### config.mk
export PLATFORM = sky130hd
export DESIGN_NAME = multicycle_controller
export DESIGN_NICKNAME = d
export VERILOG_FILES = /design/src/rtl/multicycle_controller.sv
export SDC_FILE = /design/constraint.sdc
export NUM_CORES = 1
export LEC_CHECK = 0
export CAP_MARGIN = 0
export CORE_MARGIN = 2
export CORE_UTILIZATION = 45
export CTS_BUF_LIST = sky130_fd_sc_hd__clkbuf_16
export DETAILED_ROUTE_END_ITERATION = 10
export HOLD_SLACK_MARGIN = 0.06
export PLACE_DENSITY_LB_ADDON = 0.1
export SYNTH_ARGS = -nofsm -noshare
export SYNTH_HDL_FRONTEND = slang
export SYNTH_SLANG_ARGS = --single-unit
### constraint.sdc
create_clock -name clk -period 1.9 [get_ports clk]
set_input_delay 0.19 -clock clk [delete_from_list [all_inputs] [get_ports clk]]
set_output_delay 0.19 -clock clk [all_outputs]
set_load 0.02 [all_outputs]
### src/rtl/multicycle_controller.sv
// Multicycle processor control unit.
// Moore-style sequencer that walks each instruction through fetch, decode and
// the execute/memory/writeback steps of its opcode class. Outputs decode from
// the current state; a few strobes are further qualified by mem_ready or
// branch_taken in the states that own them.
//
// state    | meaning
// ---------+----------------------------------------------------------
// FETCH    | read instruction at PC, load IR and PC+4 when memory is ready
// DECODE   | compute branch/jump target into ALUOut, dispatch on opcode
// MEMADR   | compute load/store effective address rs1 + imm
// MEMREAD  | read data memory at ALUOut, wait for mem_ready
// MEMWB    | write loaded data to the register file
// MEMWRITE | write data memory at ALUOut, retire on mem_ready
// EXECR    | ALU operation rs1 op rs2
// EXECI    | ALU operation rs1 op imm
// ALUWB    | write ALUOut to the register file
// BRANCH   | compare rs1/rs2, load PC from ALUOut when taken
// JAL      | load PC from jump target, compute return address OldPC + 4
module multicycle_controller (
    input  logic       clk,
    input  logic       reset_n,
    input  logic [6:0] op,
    input  logic       mem_ready,
    input  logic       branch_taken,
    output logic       mem_req,
    output logic       AdrSrc,
    output logic       IRWrite,
    output logic       PCWrite,
    output logic       RegWrite,
    output logic       MemWrite,
    output logic [1:0] ALUSrcA,
    output logic [1:0] ALUSrcB,
    output logic [1:0] ALUOp,
    output logic [1:0] ResultSrc,
    output logic       illegal,
    output logic       instr_done
);

    localparam logic [3:0] S_FETCH    = 4'd0;
    localparam logic [3:0] S_DECODE   = 4'd1;
    localparam logic [3:0] S_MEMADR   = 4'd2;
    localparam logic [3:0] S_MEMREAD  = 4'd3;
    localparam logic [3:0] S_MEMWB    = 4'd4;
    localparam logic [3:0] S_MEMWRITE = 4'd5;
    localparam logic [3:0] S_EXECR    = 4'd6;
    localparam logic [3:0] S_EXECI    = 4'd7;
    localparam logic [3:0] S_ALUWB    = 4'd8;
    localparam logic [3:0] S_BRANCH   = 4'd9;
    localparam logic [3:0] S_JAL      = 4'd10;

    localparam logic [6:0] OP_LOAD   = 7'b0000011;
    localparam logic [6:0] OP_STORE  = 7'b0100011;
    localparam logic [6:0] OP_RTYPE  = 7'b0110011;
    localparam logic [6:0] OP_ITYPE  = 7'b0010011;
    localparam logic [6:0] OP_BRANCH = 7'b1100011;
    localparam logic [6:0] OP_JAL    = 7'b1101111;

    logic [3:0] state_q;
    logic [3:0] state_d;

    // Next-state selection; memory states hold until mem_ready, others advance unconditionally.
    always_comb begin
        state_d = state_q;
        unique case (state_q)
            S_FETCH:    if (mem_ready) state_d = S_DECODE;
            S_DECODE: begin
                unique case (op)
                    OP_LOAD, OP_STORE: state_d = S_MEMADR;
                    OP_RTYPE:          state_d = S_EXECR;
                    OP_ITYPE:          state_d = S_EXECI;
                    OP_BRANCH:         state_d = S_BRANCH;
                    OP_JAL:            state_d = S_JAL;
                    default:           state_d = S_FETCH;
                endcase
            end
            S_MEMADR:   state_d = (op == OP_LOAD) ? S_MEMREAD : S_MEMWRITE;
            S_MEMREAD:  if (mem_ready) state_d = S_MEMWB;
            S_MEMWB:    state_d = S_FETCH;
            S_MEMWRITE: if (mem_ready) state_d = S_FETCH;
            S_EXECR:    state_d = S_ALUWB;
            S_EXECI:    state_d = S_ALUWB;
            S_ALUWB:    state_d = S_FETCH;
            S_BRANCH:   state_d = S_FETCH;
            S_JAL:      state_d = S_ALUWB;
            default:    state_d = S_FETCH;
        endcase
    end

    // State register; reset drops straight back to FETCH without waiting for a clock.
    always_ff @(posedge clk or negedge reset_n) begin
        if (!reset_n) state_q <= S_FETCH;
        else          state_q <= state_d;
    end

    // Output decode from state. FETCH is the only state that can be active during
    // reset and its strobes follow mem_ready, so every strobe is also masked by
    // reset_n to keep IR/PC untouched while reset is held.
    always_comb begin
        mem_req    = 1'b0;
        AdrSrc     = 1'b0;
        IRWrite    = 1'b0;
        PCWrite    = 1'b0;
        RegWrite   = 1'b0;
        MemWrite   = 1'b0;
        ALUSrcA    = 2'b00;
        ALUSrcB    = 2'b00;
        ALUOp      = 2'b00;
        ResultSrc  = 2'b00;
        illegal    = 1'b0;
        instr_done = 1'b0;
        unique case (state_q)
            S_FETCH: begin
                mem_req   = 1'b1;
                ALUSrcB   = 2'b10;
                ResultSrc = 2'b10;
                IRWrite   = mem_ready;
                PCWrite   = mem_ready;
            end
            S_DECODE: begin
                ALUSrcA = 2'b01;
                ALUSrcB = 2'b01;
                unique case (op)
                    OP_LOAD, OP_STORE, OP_RTYPE, OP_ITYPE, OP_BRANCH, OP_JAL: illegal = 1'b0;
                    default:                                                   illegal = 1'b1;
                endcase
            end
            S_MEMADR: begin
                ALUSrcA = 2'b10;
                ALUSrcB = 2'b01;
            end
            S_MEMREAD: begin
                mem_req = 1'b1;
                AdrSrc  = 1'b1;
            end
            S_MEMWB: begin
                ResultSrc  = 2'b01;
                RegWrite   = 1'b1;
                instr_done = 1'b1;
            end
            S_MEMWRITE: begin
                mem_req    = 1'b1;
                AdrSrc     = 1'b1;
                MemWrite   = mem_ready;
                instr_done = mem_ready;
            end
            S_EXECR: begin
                ALUSrcA = 2'b10;
                ALUOp   = 2'b10;
            end
            S_EXECI: begin
                ALUSrcA = 2'b10;
                ALUSrcB = 2'b01;
                ALUOp   = 2'b10;
            end
            S_ALUWB: begin
                RegWrite   = 1'b1;
                instr_done = 1'b1;
            end
            S_BRANCH: begin
                ALUSrcA    = 2'b10;
                ALUOp      = 2'b11;
                PCWrite    = branch_taken;
                instr_done = 1'b1;
            end
            S_JAL: begin
                ALUSrcA = 2'b01;
                ALUSrcB = 2'b10;
                PCWrite = 1'b1;
            end
            default: begin
                mem_req = 1'b0;
            end
        endcase
        if (!reset_n) begin
            IRWrite    = 1'b0;
            PCWrite    = 1'b0;
            RegWrite   = 1'b0;
            MemWrite   = 1'b0;
            illegal    = 1'b0;
            instr_done = 1'b0;
        end
    end

endmodule
; Word level (Yosys, flattened, before mapping)
; Index checks and enable logic that the tools add are counted.
[word_totals]
reg_bits = 4
inputBits = 11
out_inout_bits = 16
elab_cells = 59
[classes]
n_eq_ne = 19
muxes = 25
reduce_logical = 14
[ops]
columns = op, count
row1 = $pmux 4 s6, 1
row2 = $pmux 4 s5, 1
row3 = $eq 4x3->1 const B, 4
row4 = $pmux 2 s2, 4
row5 = $eq 7x6->1 const B, 2
row6 = $eq 7x7->1 const B, 2
row7 = $mux 1, 13
row8 = $eq 4x4->1 const B, 3
row9 = $mux 4, 3
row10 = $reduce_or 2->1, 6
row11 = $reduce_or 3->1, 4
row12 = $eq 4x2->1 const B, 2
row13 = $eq 7x2->1 const B, 1
row14 = $eq 7x5->1 const B, 1
row15 = $ne 2x2->1 const B, 3
row16 = $reduce_or 6->1, 1
row17 = $eq 4x1->1 const B, 1
row18 = $logic_not 4->1, 1
row19 = $reduce_or 4->1, 1
row20 = $mux 3, 1
row21 = $pmux 1 s3, 1
row22 = $reduce_and 3->1, 1
row23 = $pmux 1 s2, 1

; Logic depth before layout (Yosys ltp)
; Gate-level depths: netlist of run 1.
[logic_depth]
word_depth = 5
ltp_mapped = 5
ltp_nobuf = 3

; Worst setup path before layout of run 1
; Ideal clock, no wire load.
[synth_timing]
kind = register -> output
start = reg state_q[0]
end = out IRWrite
t_arrival_ns = 1.496
required_ns = 1.710
slack_ns = 0.214
stages_incl_launch_ff = 5
path_buffers = 2
cell_sequence = dfrtp_1 -> buf_4 -> buf_4 -> nor4_2 -> and3_1
[synth_between]
elab_chain_cells = 3
[synth_rtl]
columns = item, line_no
row1 = "start, declared", 59  ; logic [3:0] state_q;
row2 = "start signal, assigned", 93  ; else state_q <= state_d;
row3 = $logic_not 4->1, 112  ; unique case (state_q)
row4 = $mux 1, 112
row5 = $mux 1, 175  ; if (!reset_n) begin
row6 = "end, declared", 28  ; output logic IRWrite,
; Every way passes these cells.

; Worst setup path after layout of run 1
[layout_timing]
start = reg state_q[0]
end = out instr_done
[layout_between]
elab_chain_cells = 4
word_cells_on_any_way = 7
cone_classes = 4 x eq/ne / 2 x mux / 1 x reduce/logical
[layout_rtl]
columns = item, line_no
row1 = $eq 4x4->1 or $eq 4x3->1 (tied branches), 112
row2 = $reduce_or 3->1 (no source line), n/a
row3 = $pmux 1 s2 *, 112
row4 = $mux 1 *, 175
row5 = "end, declared", 37  ; output logic instr_done
; Every way passes the cells marked *; elsewhere a longest branch is shown, timed or not.

==> run metrics, run 1 <==
status=complete, no violations; CP endpoint kind=output pin; clock skew=0.004780 ns; WP depth=5; Worst setup endpoint=instr_done; overall routed net length=2199 µm; Max Freq=547.2 MHz; drt via density=5.639; clk_lat worst skew=0.23 ns; pre-CTS setup slack=-0.07689 ns; Logic pwr share=30.7%; startpoint types=flip-flop; Placer Congestion=0.7926; area leader, netlist=dfrtp_1; HPWL after DPL=1546 µm; crit-path max FO=7; CORE AREA=1350 µm²; remaining routing DRC violations=0; cts hold-fix bufs=0; max reg flops=4; ys flop type=dfrtp_1; worst hold margin=0.2029 ns; worst setup path start=state_q[0]; pins over their slew limit=0; period utilisation layout=96.18%; CTS buffer count=3; dominant cells by area after synthesis=dfrtp_1 15%, nand2b_1 7.5%, a21oi_1 4.5%, nand3b_1 4.5%, nor2_1 4.5%; Synth async-reset ratio=100.0%; number of global-route vias before repair=753; pwr/cell area=559.8 nW/µm²; Reg-to-Reg End=state_q[2]; die footprint=1806 µm²; Yosys cell types=35; worst IR drop on VDD=0.0004600 V; worst-path cell chain=buf_4 > nor2b_1 > o21ai_1 > and3b_1 > dlygate4sd2_1; critical path's top delay family=buffers and inverters; Final WS setup=0.07259 ns; register area share after synthesis=15.01%; Syn Nets=100; Cells after Synth=89; Initial Utilization=49.40%; Final Hold Fails=0; Period minus WS final=1.827 ns; largest net degree at the start of global routing=16; Syn Area/Cell=7.493 µm²; clock sink count=4; worst slew pin tran=0.3145 ns; relative slew slack=79.03%; R2R Path Start=state_q[2]; Clock power frac=54.2%; total power=626.2 µW; register bit total from synthesis=4; Int Pwr=456.2 µW; Net Sw Frac=27.15%; MaxCap Viol Count=0; Leakage Power=0.5389 nW; via count=829; Yosys top cell area share=15.01%; P_sw=170.0 µW; initial antenna violation count=0; Reg with most FFs=state_q; CP arrival=1.64 ns; io pins=27; Area Overhead vs Synth=67.73%; post-route ant nets=0; registers with the most flip-flops=state_q (4); worst reg2reg path depth=5; GR Util All Layers=26.65%; ratio of cells with drive above 1 in the final layout=27.27%; DRT iter0 DRCs=33; Reg clk slew, reported paths=0.03 ns; CP Buf/Inv Count=2; Clock Root Buffer=clkbuf_16; Final setup viols=0; CTS H-tree depth=1; R2R setup slack=0.27 ns; Setup TNS=0 ns; total number of yosys warnings=0; drt wl/cell=14.96 µm; Congestion Overflow GR=0; Max Root-Sink Buffers=2; # fillers=95; slowest CP cell=dfrtp_1; Seq pwr share=15.1%; RSZ-0062 raised after global routing=no; kind of critical path=flip-flop to output pin; Nets=145; post-CTS setup buffer count=0; Die Ht=42.50 µm; Die X=42.50 µm; Post-synth EDFFs=0; FP Rows=13; Ant. Diodes=0; WP data required=1.71 ns; post-layout util=82.85%; port bufs=26; first-pass GRT wire length=3546 µm; CTS tree=built; CP peak stage delay=0.43 ns; Post-Synthesis Cell Area=666.9 µm²; Detailed Routing Iterations Pass 1=4; worst hold path class=input pin to asynchronous set/reset pin
-- layout make-up --
cell class	instances	area, µm²	share of cell area [%]
tap	15	18.77	1.678
timing repair buffer	49	410.4	36.69
multi-input combinational	73	501.7	44.85
sequential	4	101.3	9.060
clock buffer	3	75.07	6.711
inverter	3	11.26	1.007
-- cell families (layout without fill, tap and decap cells) --
group,count (synthesis),count (layout),synth area share [%]
AO/OA/AOI/OAI,19,19,17.82
buffers and inverters,12,55,10.51
multiplexers,2,2,3.189
XOR/XNOR,4,4,5.254
flip-flops,4,4,15.01
AND/OR/NAND/NOR,48,48,48.22
-- cell usage after synthesis, types with 2 or more instances --
cell and n:
nor2_1 8, o22ai_1 2, buf_4 3, nor3_1 4
a21oi_1 6, nor2b_1 3, nand2b_1 8, and3b_1 3
dfrtp_1 4, nand3b_1 4, a31oi_1 2, nand2_1 7
buf_2 5, inv_1 3, nor4b_2 2, xnor2_1 3
nor3b_1 2, o21ai_0 3
-- power by group through the flow --
stage / Sequential (mW) / Combinational, mW / Clock [mW]
after floorplan: 0.0906 / 0.102 / 0
after global placement: 0.0955 / 0.195 / 0
after detailed placement: 0.0953 / 0.201 / 0
after CTS: 0.0946 / 0.192 / 0.338
after global routing: 0.0950 / 0.207 / 0.349
final: 0.0947 / 0.192 / 0.339
-- what timing repair did --
item,in CTS,in global routing
gates cloned,0,0
hold endpoints to repair,0,0
gates resized for setup,18,3
endpoints found under the setup margin,16,2
-- worst register-to-register path: stages (launching register included) --
cell     delay (ns)
dfrtp_1        0.47
buf_4          0.21
buf_4          0.16
nor4b_4        0.27
a41oi_1        0.07
o32ai_1        0.33
-- layout by cell type, fill, tap and decap left out, types with 2 or more instances in the layout --
| cell type | n |
|---|---|
| nor2b_1 | 3 |
| a31oi_1 | 2 |
| nand3b_1 | 4 |
| dlygate4sd2_1 | 14 |
| clkdlybuf4s50_1 | 10 |
| nand2_1 | 7 |
| inv_1 | 3 |
| a21oi_1 | 6 |
| buf_4 | 23 |
| nor4b_2 | 2 |
| o21ai_0 | 3 |
| o22ai_1 | 2 |
| nand2b_1 | 8 |
| xnor2_1 | 3 |
| dfrtp_1 | 3 |
| and3b_1 | 3 |
| nor2_1 | 8 |
| nor3_1 | 4 |
| clkbuf_16 | 3 |
-- routing by layer --
metal	part of all wire [%]	wire [µm]	vias to the layer above	track usage, %
met5	0	0	-	0
met3	6.5	143	8	9.483
met1	42	925	378	30.57
met2	48	1065	36	41.85
li1	-	-	407	-
met4	2.9	64	0	16.25
-- per-stage QoR --
| stage | area, µm² | instances |
|---|---|---|
| 3_3_place_gp | 1060 | 144 |
| 3_5_place_dp | 1060 | 144 |
| 4_1_cts | 1121 | 147 |
| 6_report | 1119 | 147 |
| 5_1_grt | 1119 | 147 |
| 2_1_floorplan | 666.9 | 89 |
-- worst min-delay path by stage --
stage | start | endpoint | slack (ns) | cells past startpoint
2_1_floorplan | reset_n | state_q[0] | -0.11 | 0
3_3_place_gp | reset_n | state_q[1] | 0.43 | 1
3_5_place_dp | reset_n | state_q[1] | 0.43 | 1
4_1_cts | reset_n | state_q[1] | 0.21 | 1
5_1_grt | reset_n | state_q[1] | 0.21 | 1
6_report | reset_n | state_q[1] | 0.20 | 1
No activity file was read; power rests on OpenSTA's default activity.
==> run 2: changes to the inputs <==
--- a/config.mk
+++ b/config.mk
@@ -11,7 +11,7 @@
 export CTS_BUF_LIST = sky130_fd_sc_hd__clkbuf_16
 export DETAILED_ROUTE_END_ITERATION = 10
 export HOLD_SLACK_MARGIN = 0.06
-export PLACE_DENSITY_LB_ADDON = 0.1
+export PLACE_DENSITY = 0.83
 export SYNTH_ARGS = -nofsm -noshare
 export SYNTH_HDL_FRONTEND = slang
 export SYNTH_SLANG_ARGS = --single-unit
==> run metrics, run 2 (synthesized netlist as in run 1, its figures left out) <==
MaxCap Viol Count=0 (unchanged); most common cell after layout, fill and taps aside=buf_4 (unchanged); crit-path max FO=8 (was 7); worst slew pin tran=0.3558 ns (was 0.3145 ns); Leakage Power=0.5598 nW (was 0.5389 nW); startpoint types=flip-flop (unchanged); Seq pwr share=15.2% (was 15.1%); Nets=149 (was 145); DRT iter0 DRCs=43 (was 33); port bufs=26 (unchanged); worst-path cell chain=nor4b_2 > and4_1 > dlygate4sd2_1 (was buf_4 > nor2b_1 > o21ai_1 > and3b_1 > dlygate4sd2_1); Int Pwr=459.2 µW (was 456.2 µW); Final Hold Fails=0 (unchanged); P_sw=175.1 µW (was 170.0 µW); CORE AREA=1350 µm² (unchanged); post-route ant nets=0 (unchanged); CTS H-tree depth=1 (unchanged); remaining routing DRC violations=0 (unchanged); GR Util All Layers=29.16% (was 26.65%); CP peak stage delay=0.49 ns (was 0.43 ns); ratio of cells with drive above 1 in the final layout=30.15% (was 27.27%); initial antenna violation count=0 (unchanged); Die X=42.50 µm (unchanged); WP data required=1.71 ns (about the same); clock skew=0.003955 ns (was 0.004780 ns); status=complete, no violations (unchanged); kind of critical path=flip-flop to output pin (unchanged); placed inst area=1090 µm² (was 1060 µm²); clock sink count=4 (unchanged); Final setup viols=0 (unchanged); number of global-route vias before repair=864 (was 753); Period minus WS final=1.868 ns (was 1.827 ns); period utilisation layout=98.34% (was 96.18%); R2R setup slack=0.40 ns (was 0.27 ns); overall routed net length=2437 µm (was 2199 µm); Clock power frac=53.6% (was 54.2%); die footprint=1806 µm² (unchanged); Max Root-Sink Buffers=2 (unchanged); Detailed Routing Iterations Pass 1=4 (unchanged); worst hold margin=0.4277 ns (was 0.2029 ns); Die Ht=42.50 µm (unchanged); drt wl/cell=16.14 µm (was 14.96 µm); Area Overhead vs Synth=72.23% (was 67.73%); Final WS setup=0.03161 ns (was 0.07259 ns); slowest CP cell=dfrtp_1 (unchanged); FP Rows=13 (unchanged); max reg flops=4 (unchanged); largest net degree at the start of global routing=9 (was 16); worst reg2reg path depth=5 (unchanged); clk_lat worst skew=0.23 ns (about the same); Reg clk slew, reported paths=0.03 ns (about the same); Congestion Overflow GR=0 (unchanged); via count=895 (was 829); most frequent cells in the layout=27 x buf_4, 15 x dlygate4sd2_1, 10 x clkdlybuf4s50_1, 8 x nor2_1, 8 x nand2b_1 (was 23 x buf_4, 14 x dlygate4sd2_1, 10 x clkdlybuf4s50_1, 8 x nor2_1, 8 x nand2b_1); Placer Congestion=0.8738 (was 0.7926); CP endpoint kind=output pin (unchanged); pins over their slew limit=0 (unchanged); CTS buffer count=3 (unchanged); pwr/cell area=552.3 nW/µm² (was 559.8 nW/µm²); drt via density=5.927 (was 5.639); Setup TNS=0 ns (unchanged); Clock Root Buffer=clkbuf_16 (unchanged); relative slew slack=76.28% (was 79.03%); R2R Path Start=state_q[0] (was state_q[2]); Max Freq=535.2 MHz (was 547.2 MHz); Logic pwr share=31.2% (was 30.7%); RSZ-0062 raised after global routing=yes (was no); HPWL after DPL=1728 µm (was 1546 µm); Ant. Diodes=0 (unchanged); Initial Utilization=49.40% (unchanged); Net Sw Frac=27.61% (was 27.15%); worst IR drop on VDD=0.0003241 V (was 0.0004600 V); CTS tree=built (unchanged); io pins=27 (unchanged); CP arrival=1.68 ns (was 1.64 ns); total power=634.3 µW (was 626.2 µW); pre-CTS setup slack=-0.1047 ns (was -0.07689 ns); Reg-to-Reg End=state_q[2] (unchanged); first-pass GRT wire length=3988 µm (was 3546 µm); registers with the most flip-flops=state_q (4) (unchanged); worst hold path class=input pin to asynchronous set/reset pin (unchanged); Design Area, Final=1149 µm² (was 1119 µm²); Reg with most FFs=state_q (unchanged)
[run 2: changes by cell type in the layout (fill, tap and decap cells not counted)]
cell             change
clkdlybuf4s15_1      -1
dfrtp_1              -1
dfrtp_2              +1
buf_4                +4
dlygate4sd2_1        +1
[run 2: worst max path at each step]
stage | cells after the start | slack, ns | to | startpoint
after CTS | 4 | 0.06 | ALUSrcA[0] | state_q[1]
after global routing | 3 | -0.03 | illegal | state_q[3]
final | 3 | 0.03 | illegal | state_q[3]
after floorplan | 4 | 0.21 | IRWrite | state_q[0]
after global placement | 5 | -0.06 | illegal | op[3]
after detailed placement | 6 | -0.10 | illegal | op[2]
[run 2: layer usage]
layer	track usage, %	share of wire [%]
met5	0	0
met3	3.448	5.5
met4	14.37	4.0
met2	46.46	48
met1	38.40	43
[run 2: final cells by class]
cell class | instances | area, µm²
Clock buffer | 3 | 75.07
Sequential cell | 4 | 102.6
Inverter | 3 | 11.26
Tap cell | 15 | 18.77
Multi-Input combinational cell | 73 | 501.7
Fill cell | 86 | 201.4
Timing Repair Buffer | 53 | 439.2
[run 2: critical path, delay by kind of cell, from the launching register on]
kind,cells,cell delay (ns)
and+or+nand+nor,2,0.62
buffers and inverters,1,0.33
DFF,1,0.49
[run 2: timing repair]
item                                    CTS  global route
hold buffers                              0             0
endpoints found under the setup margin   16             2
pin swaps                                 1             0
endpoints found under the hold margin     0             0
setup buffers                             0             0
gates resized for setup                  19             2
[run 2: power groups by stage]
stage	sequential, mW	clock, mW	combinational [mW]
after floorplan	0.0906	0	0.102
after global placement	0.0959	0	0.199
after detailed placement	0.0962	0	0.205
after CTS	0.0962	0.342	0.197
after global routing	0.0969	0.345	0.210
final	0.0964	0.340	0.198
[run 2: metrics by stage]
step / std cells / util (%)
global placement: 148 / 80.72
global route: 151 / 85.08
CTS: 151 / 85.36
detailed placement: 148 / 80.72
floorplan: 89 / -
finish: 151 / 85.08
==> run 3: changes to the inputs <==
--- a/config.mk
+++ b/config.mk
@@ -11,6 +11,7 @@
 export CTS_BUF_LIST = sky130_fd_sc_hd__clkbuf_16
 export DETAILED_ROUTE_END_ITERATION = 10
 export HOLD_SLACK_MARGIN = 0.06
+export MAX_ROUTING_LAYER = met4
 export PLACE_DENSITY = 0.83
 export SYNTH_ARGS = -nofsm -noshare
 export SYNTH_HDL_FRONTEND = slang
==> run metrics, run 3 (synthesized netlist as in run 1, its figures left out) <==
pwr/cell area=552.5 nW/µm² (was 552.3 nW/µm²); clk_lat worst skew=0.23 ns (about the same); Leakage Power=0.5598 nW (unchanged); clock sink count=4 (unchanged); Detailed Routing Iterations Pass 1=4 (unchanged); via count=885 (was 895); most frequent cells in the layout=27 x buf_4, 15 x dlygate4sd2_1, 10 x clkdlybuf4s50_1, 8 x nor2_1, 8 x nand2b_1 (unchanged); Final WS setup=0.04308 ns (was 0.03161 ns); R2R Path Start=state_q[0] (unchanged); CORE AREA=1350 µm² (unchanged); MaxCap Viol Count=0 (unchanged); Placer Congestion=0.8881 (was 0.8738); Ant. Diodes=0 (unchanged); max reg flops=4 (unchanged); post-CTS setup buffer count=0 (unchanged); WL met1=1048 µm (was 1036 µm); status=complete, no violations (unchanged); crit-path max FO=8 (unchanged); drt wl/cell=16.12 µm (was 16.14 µm); Reg with most FFs=state_q (unchanged); HPWL after DPL=1728 µm (unchanged); Nets=149 (unchanged); drt via density=5.861 (was 5.927); Area Overhead vs Synth=72.23% (unchanged); FP Rows=13 (unchanged); Reg clk slew, reported paths=0.03 ns (about the same); most common cell after layout, fill and taps aside=buf_4 (unchanged); RSZ-0062 raised after global routing=yes (unchanged); ratio of cells with drive above 1 in the final layout=30.15% (unchanged); first-pass GRT wire length=3981 µm (was 3988 µm); period utilisation layout=97.73% (was 98.34%); startpoint types=flip-flop (unchanged); DRT iter0 DRCs=47 (was 43); highest metal used=met4 (unchanged); Congestion Overflow GR=0 (unchanged); post-route ant nets=0 (unchanged); io pins=27 (unchanged); clock skew=0.003748 ns (was 0.003955 ns); pins over their slew limit=0 (unchanged); pre-CTS setup slack=-0.1047 ns (unchanged); metal2 WL=1171 µm (was 1166 µm); worst IR drop on VDD=0.0003241 V (about the same); die footprint=1806 µm² (unchanged); worst slew pin tran=0.3368 ns (was 0.3558 ns); Max Root-Sink Buffers=2 (unchanged); remaining routing DRC violations=0 (unchanged); R2R setup slack=0.40 ns (about the same); Die X=42.50 µm (unchanged); number of global-route vias before repair=862 (was 864); kind of critical path=flip-flop to output pin (unchanged); Initial Utilization=49.40% (unchanged); Max Freq=538.5 MHz (was 535.2 MHz); worst setup path start=state_q[1] (was state_q[3]); Period minus WS final=1.857 ns (was 1.868 ns); worst hold margin=0.4378 ns (was 0.4277 ns); wire length on met3=138 µm (was 135 µm); WP data required=1.71 ns (about the same); CTS H-tree depth=1 (unchanged); Final Hold Fails=0 (unchanged); CP endpoint kind=output pin (unchanged); GR Util All Layers=29.95% (was 29.16%); CTS tree=built (unchanged); registers with the most flip-flops=state_q (4) (unchanged); Final setup viols=0 (unchanged); Die Ht=42.50 µm (unchanged); initial antenna violation count=0 (unchanged); cts hold-fix bufs=0 (unchanged); port bufs=26 (unchanged); overall routed net length=2434 µm (was 2437 µm); CTS buffer count=3 (unchanged); CP arrival=1.67 ns (was 1.68 ns); Clock Root Buffer=clkbuf_16 (unchanged); largest net degree at the start of global routing=9 (unchanged); relative slew slack=77.55% (was 76.28%); worst hold path class=input pin to asynchronous set/reset pin (unchanged)
## run 3: worst paths after layout
path / cells past startpoint / to
max: 4 / ALUSrcA[0]
min: 2 / state_q[2]
max reg2reg: 5 / state_q[2]
min reg2reg: 2 / state_q[3]
max in group asynchronous: 2 / state_q[0]
min in group clk: 4 / state_q[1]
## run 3: worst max-delay path, stage by stage (launching register included)
cell and delay (ns):
dfrtp_1 0.48, nand2b_1 0.24, mux2_2 0.30, nor2_1 0.08
dlygate4sd2_1 0.33
## run 3: per-stage QoR
stage                     std cells  area [µm²]  setup TNS, ns  util (%)  total power [mW]
after global routing            151        1149       -0.02937     85.08            0.6523
after floorplan                  89       666.9              0         -            0.1921
after detailed placement        148        1090        -0.1770     80.72            0.3016
after global placement          148        1090       -0.06720     80.72            0.2952
after CTS                       151        1152              0     85.36            0.6346
final                           151        1149              0     85.08            0.6346
## run 3: routing by layer
layer  vias to the layer above  GRT usage (%)
li1                        411              -
met1                       419          38.40
met2                        46          46.46
met3                         9          3.448
met4                         0          14.37
met5                         -              -
## run 3: what timing repair did
action / in CTS / in global routing
gates resized for setup: 19 / 2
setup endpoints to repair: 16 / 2
pin swaps: 1 / 0
## run 3: area by class of cell
| type | instances | area [µm²] |
|---|---|---|
| Multi-Input combinational cell | 73 | 501.7 |
| Clock buffer | 3 | 75.07 |
| Sequential cell | 4 | 102.6 |
| Timing Repair Buffer | 53 | 439.2 |
| Fill cell | 86 | 201.4 |
| Inverter | 3 | 11.26 |
| Tap cell | 15 | 18.77 |
## run 3: power by group
| group | total, mW | switching [mW] | internal (mW) | leakage [nW] |
|---|---|---|---|---|
| Combinational | 0.198 | 0.0983 | 0.100 | 0.472 |
| Clock | 0.340 | 0.0700 | 0.270 | 0.0370 |
| Sequential | 0.0963 | 0.00722 | 0.0891 | 0.0511 |
| Total | 0.635 | 0.175 | 0.459 | 0.560 |
